File: src/rtl/display_pkg.sv
// Shared definitions for the waveform display path: scan FSM states and
// the modulation/signal selector codes understood by the display mux.
package display_pkg;

  typedef enum logic [1:0] {
    S_IDLE   = 2'd0,
    S_SETTLE = 2'd1,
    S_REQ    = 2'd2,
    S_DWELL  = 2'd3
  } state_t;

  localparam logic [1:0] MOD_ASK  = 2'd0;
  localparam logic [1:0] MOD_FSK  = 2'd1;
  localparam logic [1:0] MOD_BPSK = 2'd2;
  localparam logic [1:0] MOD_LFSR = 2'd3;

  localparam logic [1:0] SIG_SINE = 2'd0;
  localparam logic [1:0] SIG_COS  = 2'd1;
  localparam logic [1:0] SIG_SAW  = 2'd2;
  localparam logic [1:0] SIG_SQU  = 2'd3;

  // Auto scan order is plain {modulation, signal} counting, wrapping 15 -> 0.
  function automatic logic [3:0] next_scan(input logic [3:0] idx);
    return idx + 4'd1;
  endfunction

endpackage

File: src/rtl/selector_scan_ctrl.sv
// Selector sequencer for the display mux: manual tracking or auto scan of all
// 16 {modulation, signal} pairs, with a settle delay and capture handshake.
module selector_scan_ctrl
  import display_pkg::*;
#(
  parameter int DWELL_W = 24,
  parameter int SETTLE  = 4
) (
  input  logic               clk,
  input  logic               reset,
  input  logic               sample_en,
  input  logic               mode_auto,
  input  logic [1:0]         sw_mod,
  input  logic [1:0]         sw_sig,
  input  logic               next_btn,
  input  logic [DWELL_W-1:0] dwell_cycles,
  input  logic               cap_ack,
  output logic [1:0]         modulation_selector,
  output logic [1:0]         signal_selector,
  output logic [3:0]         scan_idx,
  output logic               sel_changed,
  output logic               cap_req,
  output logic [15:0]        cap_count
);

  localparam logic [7:0] SETTLE_LAST = 8'(SETTLE - 1);

  state_t             state;
  logic [3:0]         idx;
  logic [7:0]         settle_cnt;
  logic [DWELL_W-1:0] dwell_cnt;
  logic               adv_flag;
  logic               sel_chg;
  logic [15:0]        cap_cnt;

  logic [DWELL_W-1:0] dwell_eff;
  logic [DWELL_W-1:0] dwell_nxt;
  logic               adv_hit;
  logic [3:0]         sw_idx;

  // Advance condition is evaluated against the live dwell length so that a
  // shortened dwell takes effect at once.
  always_comb begin
    sw_idx    = {sw_mod, sw_sig};
    dwell_eff = (dwell_cycles == '0) ? DWELL_W'(1) : dwell_cycles;
    dwell_nxt = dwell_cnt + (sample_en ? DWELL_W'(1) : '0);
    adv_hit   = adv_flag | next_btn | (dwell_nxt >= dwell_eff);
  end

  always_ff @(posedge clk or posedge reset) begin
    if (reset) begin
      state      <= S_SETTLE;
      idx        <= '0;
      settle_cnt <= '0;
      dwell_cnt  <= '0;
      adv_flag   <= 1'b0;
      sel_chg    <= 1'b0;
      cap_cnt    <= '0;
    end else begin
      sel_chg <= 1'b0;
      case (state)
        S_IDLE: begin
          // A switch difference wins over entering auto scan.
          if (sample_en) begin
            if (sw_idx != idx) begin
              idx        <= sw_idx;
              sel_chg    <= 1'b1;
              settle_cnt <= '0;
              state      <= S_SETTLE;
            end else if (mode_auto) begin
              dwell_cnt <= '0;
              adv_flag  <= 1'b0;
              state     <= S_DWELL;
            end
          end
        end
        S_SETTLE: begin
          if (sample_en) begin
            if (settle_cnt == SETTLE_LAST) begin
              settle_cnt <= '0;
              state      <= S_REQ;
            end else begin
              settle_cnt <= settle_cnt + 8'd1;
            end
          end
        end
        S_REQ: begin
          // Request is held until acknowledged, whatever the mode does.
          if (cap_ack) begin
            cap_cnt   <= cap_cnt + 16'd1;
            dwell_cnt <= '0;
            adv_flag  <= 1'b0;
            state     <= mode_auto ? S_DWELL : S_IDLE;
          end
        end
        S_DWELL: begin
          if (sample_en && adv_hit) begin
            idx        <= next_scan(idx);
            sel_chg    <= 1'b1;
            dwell_cnt  <= '0;
            adv_flag   <= 1'b0;
            settle_cnt <= '0;
            state      <= S_SETTLE;
          end else begin
            dwell_cnt <= dwell_nxt;
            adv_flag  <= adv_hit;
            if (!mode_auto && !adv_hit) state <= S_IDLE;
          end
        end
        default: state <= S_IDLE;
      endcase
    end
  end

  assign modulation_selector = idx[3:2];
  assign signal_selector     = idx[1:0];
  assign scan_idx            = idx;
  assign sel_changed         = sel_chg;
  assign cap_req             = (state == S_REQ);
  assign cap_count           = cap_cnt;

endmodule

File: config.mk
export PLATFORM = sky130hd
export DESIGN_NAME = selector_scan_ctrl
export DESIGN_NICKNAME = d
export VERILOG_FILES = /design/src/rtl/display_pkg.sv /design/src/rtl/selector_scan_ctrl.sv
export SDC_FILE = /design/constraint.sdc
export NUM_CORES = 1
export LEC_CHECK = 0
export CORE_MARGIN = 4
export CORE_UTILIZATION = 55
export CTS_CLUSTER_DIAMETER = 30
export DETAILED_ROUTE_END_ITERATION = 10
export GPL_TIMING_DRIVEN = 0
export PLACE_DENSITY_LB_ADDON = 0.25
export SYNTH_ARGS = -nofsm -noshare
export SYNTH_HDL_FRONTEND = slang
export SYNTH_SLANG_ARGS = --single-unit
File: constraint.sdc
create_clock -name clk -period 5.1 [get_ports clk]
set_clock_uncertainty 0.15 [all_clocks]
set_input_delay 1.275 -clock clk [delete_from_list [all_inputs] [get_ports clk]]
set_output_delay 1.275 -clock clk [all_outputs]
set_load 0.05 [all_outputs]
* Word level (Yosys, flattened, before mapping)
Cells that the tools add are included.
Word-level totals: register bits 56, input port bits 34, output and inout port bits 26, word-level logic and storage cells 81
Operators by class: $add $sub $neg 4, $lt $le $gt $ge 1, equal/unequal tests 15, mux-type cells 38, bitwise logic cells 2, reduce and logical (&&, ||, !) cells 14
Operators by type and width (number):
- 2-to-1 mux 24 bit | 6
- one-hot mux 24 bit (3 select lines) | 1
- 2-to-1 mux 8 bit | 5
- adder 24 x 1 -> 24 bit | 1
- greater-or-equal comparator 24 bit | 1
- logical NOT 24 bit | 1
- one-hot mux 8 bit (3 select lines) | 1
- 2-to-1 mux 2 bit | 9
- adder 16 x 1 -> 16 bit (second input constant) | 1
- != test 2 bit (second input constant) | 8
- 2-to-1 mux 4 bit | 3
- AND reduction 5 bit | 2
- 2-to-1 mux 1 bit | 9
- adder 8 x 1 -> 8 bit (second input constant) | 1
- equality test 8 x 2 -> 1 bit (second input constant) | 1
- one-hot mux 2 bit (4 select lines) | 1
- one-hot mux 4 bit (2 select lines) | 1
- != test 3 bit (second input constant) | 2
- AND reduction 6 bit | 1
- nonzero test 3 bit | 2
- adder 4 x 1 -> 4 bit (second input constant) | 1
- equality test 2 bit (second input constant) | 2
- != test 4 bit | 1
- AND reduction 4 bit | 1
- 9 further kinds | 12

* Logic depth before layout (Yosys ltp)
Gate-level depths: netlist of the first run.
depth in word-level cells 9, gate-level depth with buffers 18, depth with buffers taken out 17

* Worst setup path after synthesis of the first run
Ideal clock, no wire load.
kind input to register, from in sample_en, to reg idx[3], in the netlist scan_idx[3], setup time 0.070 ns, arrival time 4.698 ns, data required time 4.880 ns, setup slack 0.182 ns, cell stages on the path 17, buffers on the path 0, cell sequence ha_1 -> ha_1 -> nand3_1 -> nor4_2 -> nand4_1 -> nor2_1 -> nand3_1 -> nand2_1 -> nand2_1 -> ha_1 -> nand4_1 -> nor3_2 -> nand2_1 -> o31ai_2 -> nor2_1 -> or4_1 -> nand3_1
Between the ends: longest elaborated chain between the ends 7, elaborated cells on any way between the ends 8, those cells by class add/sub (1); order compare (1); eq/ne (2); mux (1); bitwise (1); reduce/logical (2)
Ends and longest elaborated chain:
- start: declaration | line selector_scan_ctrl.sv:11 | input logic sample_en,
- 2-to-1 mux 1 bit | line selector_scan_ctrl.sv:46 | dwell_nxt = dwell_cnt + (sample_en ? DWELL_W'(1) : '0);
- adder 24 x 1 -> 24 bit | line selector_scan_ctrl.sv:46
- greater-or-equal comparator 24 bit | line selector_scan_ctrl.sv:47 | adv_hit = adv_flag | next_btn | (dwell_nxt >= dwell_eff);
- bitwise OR 1 bit | line selector_scan_ctrl.sv:47
- logical AND 1 bit | line selector_scan_ctrl.sv:97 | if (sample_en && adv_hit) begin
- != test 2 bit (no line)
- AND reduction 4 bit (no line) (*)
- end signal: assignment | line selector_scan_ctrl.sv:66 | idx <= sw_idx;
- end signal: assignment | line selector_scan_ctrl.sv:98 | idx <= next_scan(idx);
- end: declaration | line selector_scan_ctrl.sv:29 | logic [3:0] idx;
Mark *: on every way between the ends. The rest lies on a longest branch, timed or not. A chain may end at the register's enable or synchronous reset.

* Worst setup path after layout of the first run
from in sample_en, to reg settle_cnt[1]
Between the ends: longest elaborated chain between the ends 7, elaborated cells on any way between the ends 9, those cells by class add/sub (1); order compare (1); eq/ne (3); mux (1); bitwise (1); reduce/logical (2)
Ends and longest elaborated chain:
- 2-to-1 mux 1 bit | line selector_scan_ctrl.sv:46
- adder 24 x 1 -> 24 bit | line selector_scan_ctrl.sv:46
- greater-or-equal comparator 24 bit | line selector_scan_ctrl.sv:47
- bitwise OR 1 bit | line selector_scan_ctrl.sv:47
- logical AND 1 bit | line selector_scan_ctrl.sv:97
- != test 2 bit (no line)
- AND reduction 5 bit (no line) (*)
- end signal: assignment | line selector_scan_ctrl.sv:83 | settle_cnt <= settle_cnt + 8'd1;
- end: declaration | line selector_scan_ctrl.sv:30 | logic [7:0] settle_cnt;
Marks and branches as above.

==> out/summary.md, run 1 <==
## Placed design
- 59 — number of buffers added on ports
- 0.926 — last weighted congestion value of the routability-driven placer
- 7690 µm — HPWL reported at the end of detailed placement
- 4780 µm² — Placed Area
- 638 — placed cells

## Clocking
- 2 — clock tree buffer depth
- 320 ps — later-pin clock latency in the skew report
- 56 — number of clock sinks
- 2 — H-tree level count
- yes — TritonCTS clock tree
- 90 ps — clock transition at the registers of the reported paths
- 0 — count of hold-fix buffers inserted at cts
- 5 — number of CTS-inserted buffers
- clkbuf_8 — cell at the root of the clock tree

## Power
- 46.9% — net switching share of the total power
- 0.320 mV — worst-case vdd ir drop
- 2.23 nW — leakage
- 57.9% — combinational share of power
- 383 nW/µm² — Power Dens Cells
- 1.04 mW — internal cell power
- 13.1% — Clock power frac
- 29.1% — power share of the sequential group
- 917 µW — switching power of the nets

## Floorplan
- 7210 µm² — placeable core region
- 93.8 µm — Die Y
- 31 — number of cell rows
- 60 — I/O pin count
- 93.8 µm — die span in x
- 8790 µm² — DIE AREA
- 56.1% — starting density of the core

## Detailed routing
- 3927 — count of vias placed by the detailed router
- 0 — antenna-violating nets left
- 16.0 µm — average wire per standard cell
- 10500 µm — total detailed-routing wirelength
- 6 — drt first pass iters
- 244 — starting DRC count in detailed routing
- 5.97 — Avg Vias per Cell
- 0 — Residual DRC

## Global route
- 3877 — via count of the first global-routing pass
- 24.6% — total global-route track usage
- 0 — residual overflow from global routing
- 0 — initial antenna violation count
- 17400 µm — first-pass GRT wire length
- 30 — pin count of the biggest net entering global routing

## STA
- no — RSZ-0062 raised after global routing
- 15.9% — worst slew slack as a fraction of its limit
- 0.206 GHz — achievable clock frequency
- 0 — Final setup viols
- 4860 ps — time the worst path needs with I/O delays and setup
- 0 — fin. max-slew vios
- 0 — number of failing hold endpoints at the final stage
- 0 ps — final sum of negative setup slack
- 95.4% — fraction of the cycle the final worst path needs
- 320 ps — Hold Worst Slack
- 1250 ps — worst slew pin tran

## Final layout
- 0 — antenna cells
- 10.7% — share of final-layout standard cells stronger than drive strength 1
- 625 — final-stage net count
- 26.0% — layout-stage area growth over the synthesis result
- 5100 µm² — final standard cell area without fillers
- 658 — Layout Cells excl Fill
- 70.7% — Util after Layout

## Flow run
- 0 — number of maximum-capacitance constraint violations

## Worst setup path
- 5160 ps — worst path required time
- 4920 ps — arrival time at the worst endpoint
- register — element type at the critical path end
- 920 ps — setup slack on the worst flop-to-flop path
- 5 — maximum fanout encountered on the critical timing path
- input pin to register — type of the setup path with the least slack
- input pin — Setup crit start kind

## Yosys
- dfrtp_1 — top_reg_cell synth
- 0 — Ys Warns
- 34.7% — Seq/Total Area, Yosys
- 479 — Synth Instances
- 8.45 µm² — mean instance size in the synthesized netlist
- 4050 µm² — Post-Syn Area
- 100% — async set-or-reset flop fraction in the synthesized netlist
- 546 — synthesized net count
- 56 — register bit total from synthesis
- 61 — Netlist cell types
- 0 — EDFF count, synth

## Worst hold path
- register to register — worst hold path class

## Status
- complete, no violations — outcome

cells by family after synthesis:
kind of cell | Yosys count | synth area share [%]
compound gates | 108 | 18.2
xor+xnor | 35 | 7.58
fa+ha+maj | 33 | 10.2
buf+inv | 70 | 7.58
flops | 56 | 34.7
mux | 4 | 1.08
simple gates | 173 | 20.7
cell usage after synthesis, types with 4 or more instances:
| cell | number | area share, % |
|---|---|---|
| o22ai_1 | 13 | 2.0 |
| xor2_1 | 9 | 1.9 |
| a211oi_1 | 6 | 1.1 |
| clkbuf_1 | 8 | 0.74 |
| o22a_1 | 4 | 0.87 |
| a31oi_1 | 6 | 0.93 |
| o31a_1 | 4 | 0.87 |
| buf_2 | 5 | 0.62 |
| buf_4 | 5 | 0.93 |
| nand3_1 | 22 | 2.7 |
| nor2_1 | 24 | 2.2 |
| nand2b_1 | 9 | 1.4 |
| nor4_1 | 10 | 1.5 |
| a21oi_1 | 22 | 2.7 |
| ha_1 | 33 | 10 |
| nor2b_1 | 4 | 0.62 |
| inv_1 | 49 | 4.5 |
| o21ai_0 | 25 | 3.1 |
| nor3_1 | 4 | 0.49 |
| nand4_1 | 15 | 2.3 |
| dfrtp_1 | 55 | 34 |
| nand2_1 | 71 | 6.6 |
| xnor2_1 | 26 | 5.6 |
stage by stage:
step / power, mW / setup slack (ps)
final: 1.95 / 236
after global routing: 2.07 / 17.8
after CTS: 1.94 / 34.0
after detailed placement: 1.65 / -1280
after global placement: 1.62 / -1200
after floorplan: 1.34 / 182
layout make-up:
| cell class | instances | area [µm²] |
|---|---|---|
| fillers | 588 | 2120 |
| multi-input cells | 353 | 2460 |
| plain buffers | 21 | 129 |
| well taps | 99 | 124 |
| inverters | 49 | 184 |
| clock buffers | 8 | 90.1 |
| repair buffers | 72 | 703 |
| flip-flops and latches | 56 | 1400 |
metal layers:
metal  part of all wire (%)  wire [µm]  GRT usage (%)  vias up
met1                     41       4280           30.0     1879
met4                    3.2        335           10.7        0
met2                     50       5250           42.6      163
met5                      0          0              0        -
li1                       -          -              -     1854
met3                    6.2        649           3.77       31
critical path, stage by stage:
cell	delay [ps]
dlymetal6s2s_1	180
ha_4	190
nand4_1	180
nor4_4	320
and4_2	320
nand4_1	150
nand2_1	100
nand2_1	70
ha_1	320
nand4_1	180
nor3_4	270
nand2_1	140
o31ai_4	370
o21ai_4	120
buf_4	170
a21oi_1	210
mux2_2	350
sequential cells by signal, summed over array words and instances (netlist names):
register and count:
dwell_cnt 24, sel_changed 1, adv_flag 1, settle_cnt 8
state 2, cap_count 16, scan_idx 4
path summary, 6_finish.rpt:
path | startpoint | end | cells after the start
worst max-delay path | sample_en | settle_cnt[1] | 17
worst min-delay path | cap_count[15] | cap_count[15] | 1
worst max register to register | dwell_cnt[7] | settle_cnt[1] | 16
worst min register to register | cap_count[15] | cap_count[15] | 1
max in group asynchronous | reset | state[0] | 3
min in group asynchronous | reset | cap_count[0] | 2
power by group through the flow:
stage / registers (mW) / clock network (mW) / logic [mW]
global placement: 0.572 / 0 / 1.05
finish: 0.568 / 0.255 / 1.13
global route: 0.575 / 0.277 / 1.22
detailed placement: 0.574 / 0 / 1.08
CTS: 0.567 / 0.258 / 1.12
floorplan: 0.685 / 0 / 0.651
placed cells by master (no fill, tap or decap), types with 5 or more instances in the layout:
cell,synthesis,layout
a21oi_1,22,21
a31oi_1,6,5
buf_4,5,18
clkbuf_1,8,9
clkbuf_8,0,6
clkdlybuf4s50_1,0,58
dfrtp_1,55,55
ha_1,33,31
inv_1,49,48
nand2_1,71,70
nand2b_1,9,9
nand3_1,22,20
nand4_1,15,15
nor2_1,24,23
nor4_1,10,9
o21ai_0,25,22
o22ai_1,13,13
xnor2_1,26,26
xor2_1,9,9
repair_timing:
action,CTS,global route
setup endpoints to repair,40,40
endpoints found under the hold margin,0,0
gates resized for setup,25,5
buffers inserted,8,4
pin swaps,10,7
Note: power is estimated with default switching activity, not from simulation.
==> run 2, diff against run 1 <==
Settings changed: CORE_UTILIZATION 55 to 54, PLACE_DENSITY set to 0.8, PLACE_DENSITY_LB_ADDON 0.25 to unset.
==> run 2 against run 1 <==
Compared with the run above:
- critical path depth down 2
- first-iteration DRC count down 23%
- hold slack better by 4.7 ps
- register-to-register slack better by 40 ps
- setup slack better by 130 ps
- critical endpoint is now state[0]
- sequential cell count unchanged
==> out/summary.md, run 2 (synthesis gave the netlist of run 1 again) <==
## Final layout
- 26.1% — layout-stage area growth over the synthesis result
- 658 — Layout Cells excl Fill
- dwell_cnt — largest register by flop count
- 568 — count of fill cells added during filler insertion
- nand2_1 (71), clkdlybuf4s50_1 (58), dfrtp_1 (55), inv_1 (48), ha_1 (31) — commonest non-fill, non-tap cells in the layout
- 0 — antenna cells
- 5100 µm² — final standard cell area without fillers
- nand2_1 — most common cell after layout, fill and taps aside
- 24 — max reg flops
- 11.6% — share of final-layout standard cells stronger than drive strength 1
- 70.4% — Util after Layout
- 626 — final-stage net count

## Clocking
- yes — TritonCTS clock tree
- clkbuf_8 — cell at the root of the clock tree
- 2 — clock tree buffer depth
- 100 ps — clock transition at the registers of the reported paths
- 0 — count of hold-fix buffers inserted at cts
- 56 — number of clock sinks
- 5 — number of CTS-inserted buffers
- 2 — H-tree level count
- 320 ps — later-pin clock latency in the skew report

## Global route
- 24.4% — total global-route track usage
- 3882 — via count of the first global-routing pass
- 4.06% — Global Route met3 Usage
- 17600 µm — first-pass GRT wire length
- 40 — pin count of the biggest net entering global routing
- 29.3% — global-route met1 utilization
- 0 — initial antenna violation count
- 43.1% — GR Util met2
- met2 — GR peak layer
- 0 — residual overflow from global routing

## Detailed routing
- 5 — drt first pass iters
- 0 — antenna-violating nets left
- 15.7 µm — average wire per standard cell
- 189 — starting DRC count in detailed routing
- 0 — Residual DRC
- 10400 µm — total detailed-routing wirelength
- 3837 — count of vias placed by the detailed router
- 5.83 — Avg Vias per Cell

## STA
- 92.8% — fraction of the cycle the final worst path needs
- 0 — Final setup viols
- 0 — number of failing hold endpoints at the final stage
- 0 ps — final sum of negative setup slack
- 4730 ps — time the worst path needs with I/O delays and setup
- 19.3% — worst slew slack as a fraction of its limit
- 0 — fin. max-slew vios
- 0.211 GHz — achievable clock frequency
- no — RSZ-0062 raised after global routing
- 1200 ps — worst slew pin tran

## Worst setup path
- input pin to register — type of the setup path with the least slack
- 5200 ps — worst path required time
- input pin — Setup crit start kind
- 4830 ps — arrival time at the worst endpoint
- 960 ps — setup slack on the worst flop-to-flop path
- dwell_cnt[7] — startpoint of the worst-slack reg-to-reg timing path
- 4 — maximum fanout encountered on the critical timing path
- state[0] — end of the worst register-to-register path
- 14 — number of cells on the worst reg-to-reg path
- state[0] — endpoint of the most critical setup path
- sample_en — first element of the critical path
- register — element type at the critical path end

## Floorplan
- 8940 µm² — DIE AREA
- 7250 µm² — placeable core region
- 31 — number of cell rows
- 55.8% — starting density of the core
- 94.6 µm — die span in x
- 94.6 µm — Die Y
- 60 — I/O pin count

## Placed design
- 0.925 — last weighted congestion value of the routability-driven placer
- 638 — placed cells
- 4780 µm² — Placed Area
- 59 — number of buffers added on ports
- 7820 µm — HPWL reported at the end of detailed placement

## Power
- 0.316 mV — worst-case vdd ir drop
- 382 nW/µm² — Power Dens Cells
- 2.22 nW — leakage

## Worst hold path
- 1 — Hold Path Cell Cnt
- register to register — worst hold path class

## Status
- complete, no violations — outcome

## Flow run
- 0 — number of maximum-capacitance constraint violations

-- run 2: worst max-delay path, cell delays in order --
cell       delay [ps]
clkbuf_2          130
ha_4              160
nand4_1           180
nor4_4            290
and4_4            280
and3_4            210
xor2_2            180
ha_1              290
a2111oi_2         350
o21ai_1           160
a31oi_2           260
o31a_1            360
a211oi_2          160
a311o_2           390
a21oi_1           150
-- run 2: per-stage QoR --
step	total power, mW	hold slack (ps)	setup WS, ps
2_1_floorplan	1.34	303	182
5_1_grt	2.07	356	121
6_report	1.95	325	367
4_1_cts	1.93	331	216
3_3_place_gp	1.62	309	-1220
3_5_place_dp	1.66	313	-1360
-- run 2: where the power goes --
group	switching, mW	total (mW)	internal [mW]
logic	0.708	1.14	0.430
registers	0.0636	0.567	0.504
clock network	0.150	0.243	0.0936
-- run 2: worst min path at each step --
stage | start | slack, ps | to
6_report | cap_count[15] | 320 | cap_count[15]
5_1_grt | cap_count[15] | 360 | cap_count[15]
4_1_cts | cap_count[15] | 330 | cap_count[15]
3_5_place_dp | cap_count[15] | 310 | cap_count[15]
3_3_place_gp | cap_count[15] | 310 | cap_count[15]
2_1_floorplan | dwell_cnt[0] | 300 | dwell_cnt[0]
-- run 2: routing by layer --
| layer | vias up | share of wire [%] |
|---|---|---|
| li1 | 1853 | - |
| met1 | 1823 | 41 |
| met3 | 28 | 6.0 |
| met5 | - | 0 |
| met4 | 0 | 2.7 |
| met2 | 133 | 51 |
-- run 2: final cells by class --
class	instances	area [µm²]	area share, %
multi-input combinational	353	2480	48.6
sequential	56	1400	27.5
timing repair buffer	73	703	13.8
inverter	49	184	3.60
buffer	21	126	2.48
tap	99	124	2.43
clock buffer	5	68.8	1.35
clock inverter	2	12.5	0.245
-- run 2: repair_timing --
item,in CTS,in global routing
gates resized for setup,27,7
buffers inserted,12,1
pin swaps,11,5
setup endpoints to repair,40,39
==> run 3, diff against run 2 <==
Settings changed: CAP_MARGIN set to 10, CORE_UTILIZATION 54 to 45, PLACE_DENSITY 0.8 to 0.68.
==> run 3 against run 2 <==
Compared with the run above:
- combinational power is 4% lower
- via count fell by 1.6%
- hold slack got worse by 6.6 ps
- non-clock buffer count down 5
- maximum frequency is 1.6% lower
- highest routed layer unchanged
- wire length shrank 1.7%
- final cell count rose by 0.76%
- setup slack got worse by 77 ps
- sequential cell count stayed put
- die area increased by 18%
- critical path depth is the same
==> out/summary.md, run 3 (synthesis gave the netlist of run 1 again) <==
## Final layout
- dwell_cnt — largest register by flop count
- 621 — final-stage net count
- 663 — Layout Cells excl Fill
- 0 — antenna cells
- nand2_1 — most common cell after layout, fill and taps aside
- 58.2% — Util after Layout
- 808 — count of fill cells added during filler insertion
- 5080 µm² — final standard cell area without fillers
- 25.5% — layout-stage area growth over the synthesis result
- 24 — max reg flops
- 10.6% — share of final-layout standard cells stronger than drive strength 1
- nand2_1 (71), clkdlybuf4s50_1 (58), dfrtp_1 (55), inv_1 (48), ha_1 (31) — commonest non-fill, non-tap cells in the layout

## Detailed routing
- 10200 µm — total detailed-routing wirelength
- 15.4 µm — average wire per standard cell
- 0 — antenna-violating nets left
- 5.70 — Avg Vias per Cell
- 185 — starting DRC count in detailed routing
- 0 — Residual DRC
- 5 — drt first pass iters
- 3776 — count of vias placed by the detailed router

## Worst setup path
- dlymetal6s2s_1 -> ha_4 -> nand4_1 -> nor4_4 -> and4_4 -> and3_2 -> xor2_2 -> ha_1 -> a2111oi_1 -> o21ai_1 -> a31oi_2 -> o31a_1 -> a211oi_2 -> a311o_2 -> a21oi_1 — CP cell instances
- input pin to register — type of the setup path with the least slack
- input pin — Setup crit start kind
- 390 ps — slowest stage delay, CP
- a311o_2 — Critical Path Slowest Stage Cell
- 4910 ps — arrival time at the worst endpoint
- 5200 ps — worst path required time
- 4 — maximum fanout encountered on the critical timing path
- register — element type at the critical path end

## STA
- 94.3% — fraction of the cycle the final worst path needs
- no — RSZ-0062 raised after global routing
- 4810 ps — time the worst path needs with I/O delays and setup
- 0 — fin. max-slew vios
- 0.208 GHz — achievable clock frequency
- 0 — Final setup viols
- 1240 ps — worst slew pin tran
- 0 — number of failing hold endpoints at the final stage
- 16.1% — worst slew slack as a fraction of its limit

## Worst hold path
- register to register — worst hold path class

## Status
- complete, no violations — outcome

## Global route
- 0 — initial antenna violation count
- 20.0% — total global-route track usage
- 32 — pin count of the biggest net entering global routing
- 17000 µm — first-pass GRT wire length
- 3606 — via count of the first global-routing pass
- 0 — residual overflow from global routing

## Placed design
- 0.851 — last weighted congestion value of the routability-driven placer
- 647 — placed cells
- 4790 µm² — Placed Area
- 7650 µm — HPWL reported at the end of detailed placement
- 59 — number of buffers added on ports

## Clocking
- 56 — number of clock sinks
- 2 — clock tree buffer depth
- 320 ps — later-pin clock latency in the skew report
- clkbuf_8 — cell at the root of the clock tree
- 120 ps — clock transition at the registers of the reported paths
- 2 — H-tree level count
- yes — TritonCTS clock tree
- 0 — count of hold-fix buffers inserted at cts
- 5 — number of CTS-inserted buffers

## Floorplan
- 60 — I/O pin count
- 46.4% — starting density of the core
- 8720 µm² — placeable core region
- 10600 µm² — DIE AREA
- 103 µm — Die Y
- 34 — number of cell rows
- 103 µm — die span in x

## Power
- 382 nW/µm² — Power Dens Cells
- 2.21 nW — leakage
- 0.325 mV — worst-case vdd ir drop
- 1.94 mW — PnR Total Power

## Flow run
- 0 — number of maximum-capacitance constraint violations

==> run 3: worst max-delay path: cells and delay by family <==
family	cells	cell delay, ps
AO/OA/AOI/OAI	7	1840
AND/OR/NAND/NOR	4	930
adder cells (fa/ha/maj)	2	480
buffers and inverters	1	200
XOR/XNOR	1	190
==> run 3: area by class of cell <==
cell class / instances / area (µm²) / area share (%)
Clock inverter: 3 / 27.5 / 0.542
Sequential cell: 56 / 1400 / 27.6
Clock buffer: 5 / 68.8 / 1.35
Inverter: 49 / 184 / 3.62
Timing Repair Buffer: 68 / 673 / 13.3
Tap cell: 108 / 135 / 2.66
Multi-Input combinational cell: 353 / 2460 / 48.5
Buffer: 21 / 126 / 2.49
==> run 3: report_power, final <==
group	switching (mW)	internal, mW	leakage (nW)
sequential	0.0684	0.504	0.747
clock	0.164	0.101	0.0463
combinational	0.690	0.413	1.42
total	0.923	1.02	2.21
==> run 3: through the flow <==
| stage | setup slack (ps) | hold slack [ps] | setup TNS [ps] |
|---|---|---|---|
| floorplan | 182 | 303 | 0 |
| global placement | -1260 | 309 | -44430 |
| detailed placement | -1370 | 308 | -48010 |
| CTS | 0.626 | 324 | 0 |
| global route | 57.1 | 371 | 0 |
| finish | 290 | 318 | 0 |
==> run 3: path summary, 6_finish.rpt <==
| check | slack, ps | cells past startpoint | from | end |
|---|---|---|---|---|
| min | 320 | 1 | cap_count[15] | cap_count[15] |
| min in group asynchronous | 1190 | 2 | reset | scan_idx[2] |
| max | 290 | 15 | sample_en | state[0] |
| max in group asynchronous | 2980 | 3 | reset | state[0] |
| min reg2reg | 320 | 1 | cap_count[15] | cap_count[15] |
| max reg2reg | 910 | 14 | dwell_cnt[7] | state[0] |
==> run 3: timing repair <==
item	CTS	global route
setup endpoints to repair	40	39
pin swaps	8	5
resized for setup	26	2
buffers inserted	8	0
==> run 3: metal layers <==
| layer | part of all wire [%] | up-vias | GRT usage (%) |
|---|---|---|---|
| met5 | 0 | - | 0 |
| met4 | 1.4 | 0 | 4.48 |
| met3 | 4.9 | 16 | 2.71 |
| met2 | 49 | 112 | 34.4 |
| met1 | 44 | 1813 | 26.8 |
| li1 | - | 1835 | - |
